### config.mk
export PLATFORM = sky130hd
export DESIGN_NAME = gpioemu_seqmul
export DESIGN_NICKNAME = d
export VERILOG_FILES = /design/src/rtl/gpioemu_pkg.sv /design/src/rtl/gpioemu_shiftmul.sv /design/src/rtl/gpioemu_seqmul.sv
export SDC_FILE = /design/constraint.sdc
export NUM_CORES = 1
export LEC_CHECK = 0
export ABC_AREA = 1
export CORE_ASPECT_RATIO = 1.4
export CORE_MARGIN = 2
export CORE_UTILIZATION = 45
export DETAILED_ROUTE_END_ITERATION = 10
export PLACE_DENSITY = 0.72
export SKIP_LAST_GASP = 1
export SYNTH_ARGS = -nofsm -noshare
export SYNTH_HDL_FRONTEND = slang
export SYNTH_SLANG_ARGS = --single-unit
### constraint.sdc
create_clock -name clk -period 2.7 [get_ports clk]
set_clock_uncertainty 0.2 [all_clocks]
set_input_delay 0.405 -clock clk [delete_from_list [all_inputs] [get_ports clk]]
set_output_delay 0.405 -clock clk [all_outputs]
set_load 0.01 [all_outputs]
### src/rtl/gpioemu_pkg.sv
// Shared constants for the gpioemu sequential multiplier: register offsets,
// status bit positions and FSM state encoding.
package gpioemu_pkg;

  // Register offsets relative to the block base address
  localparam int unsigned OFF_A1 = 'h08;
  localparam int unsigned OFF_A2 = 'h10;
  localparam int unsigned OFF_W  = 'h18;
  localparam int unsigned OFF_L  = 'h20;
  localparam int unsigned OFF_B  = 'h28;
  localparam int unsigned OFF_G  = 'h30;

  // Status register (B) bit positions
  localparam int unsigned ST_BUSY = 0;
  localparam int unsigned ST_DONE = 1;
  localparam int unsigned ST_OVF  = 2;
  localparam int unsigned ST_COLL = 3;

  // Top-level FSM encoding
  localparam logic [1:0] S_IDLE = 2'd0;
  localparam logic [1:0] S_MUL  = 2'd1;
  localparam logic [1:0] S_POP  = 2'd2;

endpackage

### src/rtl/gpioemu_shiftmul.sv
// Shift-add multiplier: consumes one multiplier bit per cycle for OP_W cycles
// and pulses valid for one cycle when prod holds the final product.
module gpioemu_shiftmul #(
  parameter int unsigned OP_W = 24
) (
  input  logic                clk,
  input  logic                n_reset,
  input  logic                start,
  input  logic [OP_W-1:0]     a,
  input  logic [OP_W-1:0]     b,
  output logic                busy,
  output logic [2*OP_W-1:0]   prod,
  output logic                valid
);

  localparam int unsigned PW    = 2 * OP_W;
  localparam int unsigned CNT_W = (OP_W > 1) ? $clog2(OP_W) : 1;

  logic [PW-1:0]    mcand;
  logic [OP_W-1:0]  mplier;
  logic [CNT_W-1:0] cnt;

  // Load operands on start, then add the shifted multiplicand per set multiplier bit
  always_ff @(posedge clk) begin
    if (!n_reset) begin
      mcand  <= '0;
      mplier <= '0;
      cnt    <= '0;
      prod   <= '0;
      busy   <= 1'b0;
      valid  <= 1'b0;
    end else begin
      valid <= 1'b0;
      if (start && !busy) begin
        mcand  <= PW'(a);
        mplier <= b;
        prod   <= '0;
        cnt    <= '0;
        busy   <= 1'b1;
      end else if (busy) begin
        if (mplier[0]) begin
          prod <= prod + mcand;
        end
        mcand  <= mcand << 1;
        mplier <= mplier >> 1;
        cnt    <= cnt + CNT_W'(1);
        if (cnt == CNT_W'(OP_W - 1)) begin
          busy  <= 1'b0;
          valid <= 1'b1;
        end
      end
    end
  end

endmodule

### src/rtl/gpioemu_seqmul.sv
// gpioemu multiplier peripheral: bus decode with edge-detected strobes,
// operand/result registers, multiply then bit-serial popcount, status and gpio.
module gpioemu_seqmul
  import gpioemu_pkg::*;
#(
  parameter int unsigned OP_W   = 24,
  parameter int unsigned DATA_W = 32,
  parameter int unsigned ADDR_W = 16,
  parameter int unsigned BASE   = 'h0100,
  parameter int unsigned GPIO_W = 32
) (
  input  logic              clk,
  input  logic              n_reset,
  input  logic [ADDR_W-1:0] saddress,
  input  logic              srd,
  input  logic              swr,
  input  logic [DATA_W-1:0] sdata_in,
  output logic [DATA_W-1:0] sdata_out,
  input  logic [GPIO_W-1:0] gpio_in,
  input  logic              gpio_latch,
  output logic [GPIO_W-1:0] gpio_out,
  output logic [GPIO_W-1:0] gpio_in_s_insp
);

  localparam int unsigned PW    = 2 * OP_W;
  localparam int unsigned EXT_W = (PW > DATA_W) ? PW : DATA_W;
  localparam int unsigned POP_W = $clog2(DATA_W + 1);
  localparam int unsigned IDX_W = (DATA_W > 1) ? $clog2(DATA_W) : 1;

  logic [1:0]        state, state_next;
  logic              srd_q, swr_q;
  logic [OP_W-1:0]   a1_q, a2_q;
  logic [DATA_W-1:0] w_q, l_q, w_work, w_shift;
  logic [POP_W-1:0]  pop_cnt;
  logic [IDX_W-1:0]  bit_idx;
  logic              done_q, ovf_q, coll_q;

  logic              mul_busy, mul_valid;
  logic [PW-1:0]     prod;
  logic [EXT_W-1:0]  prod_ext_c;
  logic [DATA_W-1:0] w_new_c, status_c, rd_data_c;
  logic              ovf_new_c;
  logic              wr_fire_c, rd_fire_c, busy_c, start_c, coll_set_c, pop_last_c;
  logic              hit_a1_c, hit_a2_c, hit_w_c, hit_l_c, hit_b_c, hit_g_c;
  logic              unused_hi_c;

  assign wr_fire_c = swr && !swr_q;
  assign rd_fire_c = srd && !srd_q && !wr_fire_c;

  assign hit_a1_c = (saddress == ADDR_W'(BASE + OFF_A1));
  assign hit_a2_c = (saddress == ADDR_W'(BASE + OFF_A2));
  assign hit_w_c  = (saddress == ADDR_W'(BASE + OFF_W));
  assign hit_l_c  = (saddress == ADDR_W'(BASE + OFF_L));
  assign hit_b_c  = (saddress == ADDR_W'(BASE + OFF_B));
  assign hit_g_c  = (saddress == ADDR_W'(BASE + OFF_G));

  assign busy_c     = (state != S_IDLE) || mul_busy;
  assign start_c    = wr_fire_c && hit_a2_c && !busy_c;
  assign coll_set_c = wr_fire_c && (hit_a1_c || hit_a2_c) && busy_c;
  assign pop_last_c = (state == S_POP) && (bit_idx == IDX_W'(DATA_W - 1));

  assign prod_ext_c  = EXT_W'(prod);
  assign w_new_c     = prod_ext_c[DATA_W-1:0];
  assign ovf_new_c   = |(prod_ext_c >> DATA_W);
  assign unused_hi_c = &{1'b0, sdata_in};

  gpioemu_shiftmul #(.OP_W(OP_W)) u_mul (
    .clk     (clk),
    .n_reset (n_reset),
    .start   (start_c),
    .a       (a1_q),
    .b       (sdata_in[OP_W-1:0]),
    .busy    (mul_busy),
    .prod    (prod),
    .valid   (mul_valid)
  );

  // Status word and read-data mux
  always_comb begin
    status_c          = '0;
    status_c[ST_BUSY] = busy_c;
    status_c[ST_DONE] = done_q;
    status_c[ST_OVF]  = ovf_q;
    status_c[ST_COLL] = coll_q;
    rd_data_c         = '0;
    if (hit_a1_c)      rd_data_c = DATA_W'(a1_q);
    else if (hit_a2_c) rd_data_c = DATA_W'(a2_q);
    else if (hit_w_c)  rd_data_c = w_q;
    else if (hit_l_c)  rd_data_c = l_q;
    else if (hit_b_c)  rd_data_c = status_c;
    else if (hit_g_c)  rd_data_c = DATA_W'(gpio_in_s_insp);
  end

  // FSM state register
  always_ff @(posedge clk) begin
    if (!n_reset) state <= S_IDLE;
    else          state <= state_next;
  end

  // FSM next state: idle -> multiply -> popcount -> idle
  always_comb begin
    state_next = state;
    case (state)
      S_IDLE:  if (start_c)    state_next = S_MUL;
      S_MUL:   if (mul_valid)  state_next = S_POP;
      S_POP:   if (pop_last_c) state_next = S_IDLE;
      default: state_next = S_IDLE;
    endcase
  end

  // Bus registers, status flags, popcount datapath and gpio
  always_ff @(posedge clk) begin
    if (!n_reset) begin
      srd_q          <= 1'b0;
      swr_q          <= 1'b0;
      a1_q           <= '0;
      a2_q           <= '0;
      w_q            <= '0;
      l_q            <= '0;
      w_work         <= '0;
      w_shift        <= '0;
      pop_cnt        <= '0;
      bit_idx        <= '0;
      done_q         <= 1'b0;
      ovf_q          <= 1'b0;
      coll_q         <= 1'b0;
      sdata_out      <= '0;
      gpio_out       <= '0;
      gpio_in_s_insp <= '0;
    end else begin
      srd_q <= srd;
      swr_q <= swr;
      if (gpio_latch) gpio_in_s_insp <= gpio_in;

      if (wr_fire_c && !busy_c) begin
        if (hit_a1_c) a1_q <= sdata_in[OP_W-1:0];
        if (hit_a2_c) a2_q <= sdata_in[OP_W-1:0];
      end

      if (rd_fire_c) sdata_out <= rd_data_c;

      // Read-to-clear first so a same-cycle completion still sets done
      if (rd_fire_c && hit_b_c) begin
        done_q <= 1'b0;
        coll_q <= 1'b0;
      end
      if (coll_set_c) coll_q <= 1'b1;
      if (start_c) begin
        done_q <= 1'b0;
        ovf_q  <= 1'b0;
      end

      if (state == S_MUL && mul_valid) begin
        w_work  <= w_new_c;
        w_shift <= w_new_c;
        ovf_q   <= ovf_new_c;
        pop_cnt <= '0;
        bit_idx <= '0;
      end

      // Result is committed only at completion so busy reads see the old W/L
      if (state == S_POP) begin
        pop_cnt <= pop_cnt + POP_W'(w_shift[0]);
        w_shift <= w_shift >> 1;
        bit_idx <= bit_idx + IDX_W'(1);
        if (pop_last_c) begin
          w_q      <= w_work;
          l_q      <= DATA_W'(pop_cnt + POP_W'(w_shift[0]));
          done_q   <= 1'b1;
          gpio_out <= w_work[GPIO_W-1:0];
        end
      end
    end
  end

endmodule

==> results.txt <==
status - finished, final reports clean
post-synthesis average cell area - 6.70 µm²
Vias/cell - 5.26
Post-synth EDFFs - 0
DR iter-0 viols - 1378
post-synthesis sequential area ratio - 40.2%
setup violators final - 0
worst skew pair latency - 0.54 ns
most common cell after layout, fill and taps aside - nand2_1
Antenna Nets Post-Route - 0
crit end category - flop
CTS Hold Buffers Added - 0
number of global-route vias before repair - 17300
setup bufs post-CTS - 0
largest net degree at the start of global routing - 69
worst vdd rail ir drop - 501 µV
Mapped Nets - 2811
critical path startpoint - u_mul.mcand[20]
I/O pin cnt - 181
Initial DRT Pass Iterations - 7
footprint of the multi-input gates - 8800 µm²
Slew headroom - 42.8%
Tmin final - 2.59 ns
Synth Warn # - 0
placed cells - 3337
hold crit path type - in -> reg
post-route setup TNS - 0 ns
GPL Wtd Cong - 0.995
Non-Filler Instances - 3399
nets - 2985
total global-route track usage - 28.0%
worst slew pin tran - 0.857 ns
area of the die - 41400 µm²
Seq. cell area - 7210 µm²
Critical Path Start Type - flop
Primary FF master, synth - dfxtp_1
FP Rows - 86
Fin Hold WS - 0.0965 ns
clock tree sinks - 360
clk slew on worst S/H paths - 0.06 ns
Area Overhead vs Synth - 21.3%
crit path max fanout - 5
max-cap violations - 0
FMAX - 0.386 GHz
Unique masters post-synth - 46
Fin. Hold Viols - 0
#FFs+latches synth - 360
Chip Height - 240 µm
Cell Area, Synth - 17900 µm²
Post-DP HPWL - 45.8 mm
dpl ws - -0.0564 ns
setup ws final - 0.108 ns
Core Region - 39300 µm²
most frequent cells in the layout - nand2_1, inv_1, dfxtp_1
fraction of layout cells with a size suffix above 1 - 5.99%
RSZ-0062 raised after global routing - true
CTS buffer count - 36
PwrDens - 506 nW/µm²
CP Data Arrival Time - 2.81 ns
CTS tree - built
CP required - 2.92 ns
H-tree lvl count - 2
final period utilization - 96.0%
Slew Viols, Final - 0
grt ovf - 0
CTS root buffer - clkbuf_16
Worst Setup Path Type - reg -> reg
DR vias - 17900
Die X - 173 µm
# diodes - 0
fill cell count - 3819
deepest clock path buffer count - 3
Post-Syn Instances - 2673
Hold Startpoint - n_reset
first-pass GRT wire length - 92.1 mm
drt wl/cell - 17.4 µm
initial antenna violation count - 0
final wirelength - 59.1 mm
initial core utilization - 45.6%
DRC Markers - 0
port buffer count - 172
ys async rst share - 0%
reg2reg start - u_mul.mcand[20]
Leak - 9.40 nW
state kept, by name (all words and copies together) (netlist names), 5 cells and up:
| name | count |
|---|---|
| a1_q | 24 |
| u_mul.mplier | 24 |
| gpio_in_s_insp | 32 |
| pop_cnt | 6 |
| a2_q | 24 |
| bit_idx | 5 |
| w_shift | 32 |
| u_mul.prod | 48 |
| u_mul.cnt | 5 |
| sdata_out | 32 |
| w_q | 32 |
| l_q | 7 |
| w_work | 32 |
| u_mul.mcand | 48 |
worst paths after layout:
check,endpoint,slack [ns],depth (start not counted)
worst min register to register,l_q[0],0.25,2
worst max register to register,u_mul.prod[29],0.11,12
worst min-delay path,a1_q[1],0.1,3
worst max-delay path,u_mul.prod[29],0.11,12
metrics by stage:
stage	util, %	power (mW)	area (µm²)
detailed placement	52.2	6.00	20500
global placement	52.2	5.99	20500
floorplan	-	5.70	17900
finish	55.3	11.0	21700
CTS	55.3	11.1	21700
global route	55.3	11.3	21700
report_power, final:
| part | switching (mW) | internal [mW] | total [mW] |
|---|---|---|---|
| logic | 0.272 | 0.228 | 0.501 |
| clock network | 2.13 | 2.98 | 5.10 |
| registers | 0.0282 | 5.35 | 5.38 |
what timing repair did:
item	in CTS	in global routing
setup endpoints to repair	0	14
endpoints found under the hold margin	0	0
gates resized for setup	0	7
critical path, cell delays in order, from the launching register on:
cell	delay (ns)
dfxtp_1	0.45
ha_1	0.33
nand2_1	0.16
inv_1	0.06
a21oi_1	0.26
o21ai_0	0.19
buf_4	0.18
a21oi_1	0.11
nand2_1	0.19
xnor2_1	0.20
nand2_1	0.07
nand2_1	0.05
inv_1	0.03
metal layers:
metal	wire [µm]	global-route usage, %	up-vias	share of wire [%]
met3	2740	3.64	168	4.6
met1	23200	30.5	8188	39
li1	-	-	8946	-
met4	4310	19.0	0	7.3
met2	28900	50.9	562	49
met5	0	0	-	0
cell type report:
cell class | instances | area share (%)
multi-input cells | 1818 | 40.5
well taps | 528 | 3.04
flip-flops and latches | 360 | 33.2
clock inverters | 10 | 0.685
clock buffers | 52 | 4.79
inverters | 377 | 6.53
repair buffers | 254 | 11.3
cells in the mapped netlist, types with 3 or more instances:
| cell type | number | share of area, % |
|---|---|---|
| nand2_1 | 723 | 15 |
| inv_1 | 370 | 7.8 |
| dfxtp_1 | 360 | 40 |
| a21oi_1 | 289 | 8.1 |
| nor2_1 | 220 | 4.6 |
| o21ai_0 | 157 | 4.4 |
| nand3_1 | 132 | 3.7 |
| clkbuf_1 | 78 | 1.6 |
| ha_1 | 52 | 3.6 |
| o22ai_1 | 48 | 1.7 |
| o21ai_1 | 38 | 1.1 |
| a31oi_1 | 31 | 1.1 |
| buf_2 | 24 | 0.67 |
| nand4_1 | 24 | 0.84 |
| o21bai_1 | 14 | 0.59 |
| xor2_1 | 14 | 0.68 |
| nor3_1 | 12 | 0.34 |
| o211ai_1 | 11 | 0.46 |
| xnor2_1 | 9 | 0.44 |
| buf_1 | 8 | 0.17 |
| nand3b_1 | 6 | 0.25 |
| buf_4 | 5 | 0.21 |
| inv_2 | 5 | 0.10 |
| nor4_1 | 5 | 0.17 |
| a211oi_1 | 3 | 0.13 |
| a21o_1 | 3 | 0.13 |
| buf_6 | 3 | 0.19 |
| nand2_4 | 3 | 0.19 |
| nor3_2 | 3 | 0.17 |
logic make-up after synthesis:
group | after synthesis | synth area share, %
simple gates | 1143 | 26.3
xor+xnor | 23 | 1.12
compound gates | 599 | 17.8
flops | 360 | 40.2
fa+ha+maj | 53 | 3.74
buf+inv | 495 | 10.8
Power figures use the tool's default switching activity.
